--- src/rtl/div_pkg.sv ---
// Shared definitions for the sequential restoring divider: state encoding,
// operand width, iteration bound and the divide-by-zero quotient pattern.
package div_pkg;

  localparam int          DIV_WIDTH     = 32;
  localparam logic [4:0]  DIV_ITER_LAST = 5'd31;
  localparam logic [31:0] DIV_DBZ_QUOT  = 32'hFFFF_FFFF;

  typedef enum logic [1:0] {
    IDLE = 2'd0,
    RUN  = 2'd1,
    DONE = 2'd2
  } div_state_e;

endpackage

--- src/rtl/div32_ctrl_if.sv ---
// Start/busy/done handshake and operand/result bus between a datapath
// (master) and the divider (slave).
interface div32_ctrl_if;
  import div_pkg::*;

  logic                 start;
  logic [DIV_WIDTH-1:0] dividend;
  logic [DIV_WIDTH-1:0] divisor;
  logic                 busy;
  logic                 done;
  logic [DIV_WIDTH-1:0] quotient;
  logic [DIV_WIDTH-1:0] remainder;
  logic                 div_by_zero;

  modport master (
    output start, dividend, divisor,
    input  busy, done, quotient, remainder, div_by_zero
  );

  modport slave (
    input  start, dividend, divisor,
    output busy, done, quotient, remainder, div_by_zero
  );
endinterface

--- src/rtl/div32_ctrl_sub32.sv ---
// 32-bit ripple-borrow subtractor: diff = a - b - bin, bout is the borrow
// out of the top bit cell.
module sub32
  import div_pkg::*;
(
  input  logic [DIV_WIDTH-1:0] a,
  input  logic [DIV_WIDTH-1:0] b,
  input  logic                 bin,
  output logic                 bout,
  output logic [DIV_WIDTH-1:0] diff
);

  logic [DIV_WIDTH:0] borrow;

  assign borrow[0] = bin;

  generate
    for (genvar gi = 0; gi < DIV_WIDTH; gi++) begin : g_cell
      assign diff[gi]       = a[gi] ^ b[gi] ^ borrow[gi];
      assign borrow[gi + 1] = (~a[gi] & b[gi]) | (~(a[gi] ^ b[gi]) & borrow[gi]);
    end
  endgenerate

  assign bout = borrow[DIV_WIDTH];

endmodule

--- src/rtl/div32_ctrl.sv ---
// Sequential unsigned restoring divider: one shift/trial-subtract step per
// clock through a single sub32, results held until the next accepted start.
module div32_ctrl
  import div_pkg::*;
#(
  parameter int WIDTH = DIV_WIDTH
) (
  input logic          clk,
  input logic          rst_n,
  div32_ctrl_if.slave  bus
);

  div_state_e state_reg, state_next;

  logic [WIDTH-1:0] p_reg, p_next;
  logic [WIDTH-1:0] q_reg, q_next;
  logic [WIDTH-1:0] d_reg, d_next;
  logic [WIDTH-1:0] quot_reg, quot_next;
  logic [WIDTH-1:0] rem_reg, rem_next;
  logic             dbz_reg, dbz_next;
  logic [4:0]       cnt_reg, cnt_next;

  logic [WIDTH-1:0] trial;
  logic [WIDTH-1:0] diff;
  logic             borrow;
  logic             sub_ok;

  assign trial = {p_reg[WIDTH-2:0], q_reg[WIDTH-1]};

  sub32 u_sub32 (
    .a    (trial),
    .b    (d_reg),
    .bin  (1'b0),
    .bout (borrow),
    .diff (diff)
  );

  // P[31] set means the true 33-bit trial value is >= 2^32 > D, so the
  // wrapped 32-bit difference is still the correct new remainder.
  assign sub_ok = p_reg[WIDTH-1] | ~borrow;

  always_comb begin
    state_next = state_reg;
    p_next     = p_reg;
    q_next     = q_reg;
    d_next     = d_reg;
    quot_next  = quot_reg;
    rem_next   = rem_reg;
    dbz_next   = dbz_reg;
    cnt_next   = cnt_reg;

    case (state_reg)
      IDLE: begin
        if (bus.start) begin
          q_next   = bus.dividend;
          d_next   = bus.divisor;
          p_next   = '0;
          cnt_next = '0;
          dbz_next = 1'b0;
          if (bus.divisor == '0) begin
            state_next = DONE;
            quot_next  = DIV_DBZ_QUOT;
            rem_next   = bus.dividend;
            dbz_next   = 1'b1;
          end else begin
            state_next = RUN;
          end
        end
      end

      RUN: begin
        p_next   = sub_ok ? diff : trial;
        q_next   = {q_reg[WIDTH-2:0], sub_ok};
        cnt_next = cnt_reg + 5'd1;
        if (cnt_reg == DIV_ITER_LAST) begin
          state_next = DONE;
          quot_next  = q_next;
          rem_next   = p_next;
        end
      end

      DONE: begin
        state_next = IDLE;
      end

      default: begin
        state_next = IDLE;
      end
    endcase
  end

  always_ff @(posedge clk) begin
    if (!rst_n) begin
      state_reg <= IDLE;
      p_reg     <= '0;
      q_reg     <= '0;
      d_reg     <= '0;
      quot_reg  <= '0;
      rem_reg   <= '0;
      dbz_reg   <= 1'b0;
      cnt_reg   <= '0;
    end else begin
      state_reg <= state_next;
      p_reg     <= p_next;
      q_reg     <= q_next;
      d_reg     <= d_next;
      quot_reg  <= quot_next;
      rem_reg   <= rem_next;
      dbz_reg   <= dbz_next;
      cnt_reg   <= cnt_next;
    end
  end

  assign bus.busy        = (state_reg == RUN);
  assign bus.done        = (state_reg == DONE);
  assign bus.quotient    = quot_reg;
  assign bus.remainder   = rem_reg;
  assign bus.div_by_zero = dbz_reg;

endmodule

--- src/flat_wrapper.sv ---
// flat-port wrapper written by rule: the top's interface ports become plain ports
module div32_ctrl_flat import div_pkg::*;
#(
  parameter int WIDTH = DIV_WIDTH
)
  (clk, rst_n, bus_start, bus_dividend, bus_divisor, bus_busy, bus_done, bus_quotient, bus_remainder, bus_div_by_zero);
  div32_ctrl_if bus_i ();
  input logic clk;
  input logic rst_n;
  input wire logic [$bits(bus_i.start)-1:0] bus_start;
  input wire logic [$bits(bus_i.dividend)-1:0] bus_dividend;
  input wire logic [$bits(bus_i.divisor)-1:0] bus_divisor;
  output wire logic [$bits(bus_i.busy)-1:0] bus_busy;
  output wire logic [$bits(bus_i.done)-1:0] bus_done;
  output wire logic [$bits(bus_i.quotient)-1:0] bus_quotient;
  output wire logic [$bits(bus_i.remainder)-1:0] bus_remainder;
  output wire logic [$bits(bus_i.div_by_zero)-1:0] bus_div_by_zero;
  assign bus_i.start = bus_start;
  assign bus_i.dividend = bus_dividend;
  assign bus_i.divisor = bus_divisor;
  assign bus_busy = bus_i.busy;
  assign bus_done = bus_i.done;
  assign bus_quotient = bus_i.quotient;
  assign bus_remainder = bus_i.remainder;
  assign bus_div_by_zero = bus_i.div_by_zero;
  div32_ctrl #(.WIDTH(WIDTH)) u_core (.clk(clk), .rst_n(rst_n), .bus(bus_i));
endmodule
--- config.mk ---
export PLATFORM = sky130hd
export DESIGN_NAME = div32_ctrl_flat
export DESIGN_NICKNAME = d
export VERILOG_FILES = /design/src/rtl/div_pkg.sv /design/src/rtl/div32_ctrl_if.sv /design/src/rtl/div32_ctrl_sub32.sv /design/src/rtl/div32_ctrl.sv /design/src/flat_wrapper.sv
export SDC_FILE = /design/constraint.sdc
export NUM_CORES = 1
export LEC_CHECK = 0
export CORE_MARGIN = 2
export CORE_UTILIZATION = 45
export DETAILED_ROUTE_END_ITERATION = 7
export HOLD_SLACK_MARGIN = 0.08
export MAX_ROUTING_LAYER = met4
export PLACE_DENSITY = 0.7
export SLEW_MARGIN = 10
export SYNTH_ARGS = -nofsm -noshare
export SYNTH_HDL_FRONTEND = slang
export SYNTH_SLANG_ARGS = --single-unit
export TNS_END_PERCENT = 100
--- constraint.sdc ---
create_clock -name clk -period 15.3 [get_ports clk]
set_input_delay 3.06 -clock clk [delete_from_list [all_inputs] [get_ports clk]]
set_output_delay 3.06 -clock clk [all_outputs]
set_load 0.01 [all_outputs]
==> out/summary.txt <==
Period minus WS final -> 14.88 ns
Crit. End Element -> register
Pins Over Slew Limit -> 0
RR Endpoint -> u_core.bus.remainder[4]
Commonest cells post-synth -> 168 x dfxtp_1, 168 x nand2_1, 63 x nor2_1
# setup viols final -> 0
clock sinks -> 168
Yosys reg bits -> 168
Tot GR Track Use -> 22.6%
most used cell, CP -> fa_2
CP startpoint kind -> register
cell internal pwr -> 1.11 mW
Antenna Nets Post-Route -> 0
Via density -> 5.47
Final Cycle Share -> 97.2%
GPL Wtd Cong -> 0.816
area occupied by registers -> 0.00336 mm^2
relative slew slack -> 36.7%
FF-to-FF setup slack -> 0.42 ns
DRC Markers -> 0
Die W -> 134 um
TritonCTS Buffers -> 17
post-CTS repair timing setup buffer count -> 0
share of the synthesized area in the top cell type -> 44.5%
H-tree depth -> 4
Core ar. -> 0.0165 mm^2
Max Cap Viol -> 0
clock network power share -> 25.6%
Die Ht -> 134 um
Std-Cell Rows -> 47
pre-CTS setup slack -> -0.539 ns
CTS tree -> built
switching share of power -> 34.8%
Data arrival, critical path -> 15.20 ns
CTS root buffer -> clkbuf_16
Power Density -> 175 mW/mm^2
worst r2r src -> u_core.q_reg[31]
Hold Path Class -> register to register
die area -> 0.0178 mm^2
status -> finished clean
leakage power -> 3.51 nW
port buffer count -> 133
final WL -> 19.7 mm
worst-path maximum fanout -> 17
worst skew pair latency -> 0.43 ns
vias in the first global route -> 5758
Pre-Repair DR Iteration Count -> 7
worst reg2reg path depth -> 39
hold path startpoint -> u_core.p_reg[28]
Area growth, synth to finish -> 28.8%
first-pass GRT wire length -> 30.9 mm
Longest Clk Path Bufs -> 2
hold worst-path end -> u_core.p_reg[28]
Critical-path top delay cell -> fa_1
Synth Cell Area -> 0.00756 mm^2
dominant cell type by area after synthesis -> dfxtp_1
Psw -> 0.593 mW
setup ws final -> 0.423 ns
CP required -> 15.62 ns
Initial Utilization -> 45.7%
Post-synth ARST share -> 0%
RSZ-0062 raised after global routing -> no
Slew @ Worst Pin -> 0.950 ns
ys flop type -> dfxtp_1
Max stage delay on crit path -> 0.47 ns
Layout Cells excl Fill -> 1144
hold path depth -> 2
Netlist cell types -> 40
pin count of the biggest net entering global routing -> 101
Final #Nets -> 1012
hpwl dp -> 13.0 mm
part of the power in combinational logic -> 42.7%
Mapped Avg Cell Area -> 9.39 um^2
Crit Path Category -> register to register
initial antenna violation count -> 0
Seq pwr share -> 31.7%
Placed Cells -> 1111
Synth Warn # -> 0
GRT overflow -> 0
share of layout cells above drive strength 1 -> 15.3%
VDD IR-drop max -> 0.103 mV
Hold Vio Cnt, Final -> 0
DRT iter0 DRCs -> 572
via count -> 6262
cell count after synthesis -> 805
Wirelength per Cell -> 17.2 um
Syn Nets -> 906
Synth area leaders -> dfxtp_1 45%, nand2_1 8.3%, fa_1 8.2%
ANT cells -> 0
achievable clock frequency -> 0.0672 GHz
clk_skew -> 0.00742 ns
Post-synth EDFFs -> 0
Clock transition at path regs -> 0.06 ns
sequential fraction of the synthesis area -> 44.5%
area of the multi-input gates -> 0.00380 mm^2
FILL cells -> 1428
# IOs -> 134
-- timing repair --
action	CTS	global route
hold endpoints to repair	0	0
hold buffers	0	0
gates resized for setup	10	6
setup endpoints to repair	66	65
cloned	1	0
-- how the worst max path moves through the flow --
| stage | start | to | slack [ns] |
|---|---|---|---|
| floorplan | u_core.q_reg[31] | u_core.bus.remainder[27] | 0.05 |
| global placement | u_core.q_reg[31] | u_core.bus.remainder[13] | -0.43 |
| detailed placement | u_core.q_reg[31] | u_core.bus.remainder[13] | -0.54 |
| CTS | u_core.q_reg[31] | u_core.bus.remainder[4] | 0.01 |
| global route | u_core.q_reg[31] | u_core.bus.remainder[4] | 0.007 |
| finish | u_core.q_reg[31] | u_core.bus.remainder[4] | 0.42 |
-- power by group through the flow --
stage | Combinational (mW) | Sequential, mW | Clock, mW
6_report | 0.729 | 0.541 | 0.437
4_1_cts | 0.726 | 0.540 | 0.443
3_5_place_dp | 0.661 | 0.548 | 0
3_3_place_gp | 0.649 | 0.548 | 0
5_1_grt | 0.810 | 0.547 | 0.459
2_1_floorplan | 0.475 | 0.541 | 0
-- critical path, delay by kind of cell (launching register included) --
kind	cells	cell delay (ns)
adder cells (fa/ha/maj)	32	13.49
buffers and inverters	2	0.22
AO/OA/AOI/OAI	2	0.42
AND/OR/NAND/NOR	3	0.32
flip-flops	1	0.33
-- cell type report --
type,count,share of cell area (%)
clock inverters,12,1.41
multi-input cells,535,39.0
repair buffers,156,16.1
clock buffers,20,4.80
inverters,33,1.27
well taps,220,2.83
flip-flops and latches,168,34.6
-- metal layers --
layer | vias to the layer above | GRT usage [%] | part of all wire, %
met5 | - | - | 0
met4 | 0 | 7.98 | 2.1
met3 | 28 | 3.81 | 5.1
met2 | 192 | 33.4 | 44
met1 | 2965 | 31.3 | 49
li1 | 3077 | - | -
-- per-stage QoR --
stage / hold WS, ns / area [um^2] / power [mW] / TNS, ns / util, %
6_report: 0.481 / 9730 / 1.71 / 0 / 58.9
5_1_grt: 0.508 / 9730 / 1.82 / 0 / 58.9
4_1_cts: 0.482 / 9710 / 1.71 / 0 / 58.8
3_5_place_dp: 0.470 / 9050 / 1.21 / -23.80 / 54.8
3_3_place_gp: 0.464 / 9050 / 1.20 / -16.54 / 54.8
2_1_floorplan: 0.448 / 7620 / 1.02 / 0 / -
-- cell usage in the layout (no fill, tap or decap), types with 2 or more instances in the layout --
cell type	netlist	layout
clkinvlp_4	0	2
clkinv_2	0	2
a21boi_1	8	8
nor2b_1	4	4
fa_1	31	11
buf_4	5	20
o211ai_1	32	32
buf_12	0	3
dfxtp_1	168	168
o221a_2	54	54
bufinv_16	0	2
fa_2	0	20
inv_1	32	32
o221a_1	10	10
nand3_1	37	37
and2_1	3	3
clkdlybuf4s50_1	0	132
ha_1	3	3
clkinv_4	0	3
clkbuf_8	0	3
a21oi_1	3	3
nand2_1	168	168
nor2_1	63	63
inv_6	0	3
o21ai_0	6	6
clkbuf_16	0	17
o221ai_1	31	31
nor4_1	8	8
a21boi_0	57	57
-- cell families after synthesis --
group / after synthesis / share of synthesized area (%)
compound gates: 206 / 24.2
fa+ha+maj: 34 / 8.71
buf+inv: 102 / 6.09
flops: 168 / 44.5
simple gates: 295 / 16.5
Power figures use the tool's default switching activity.
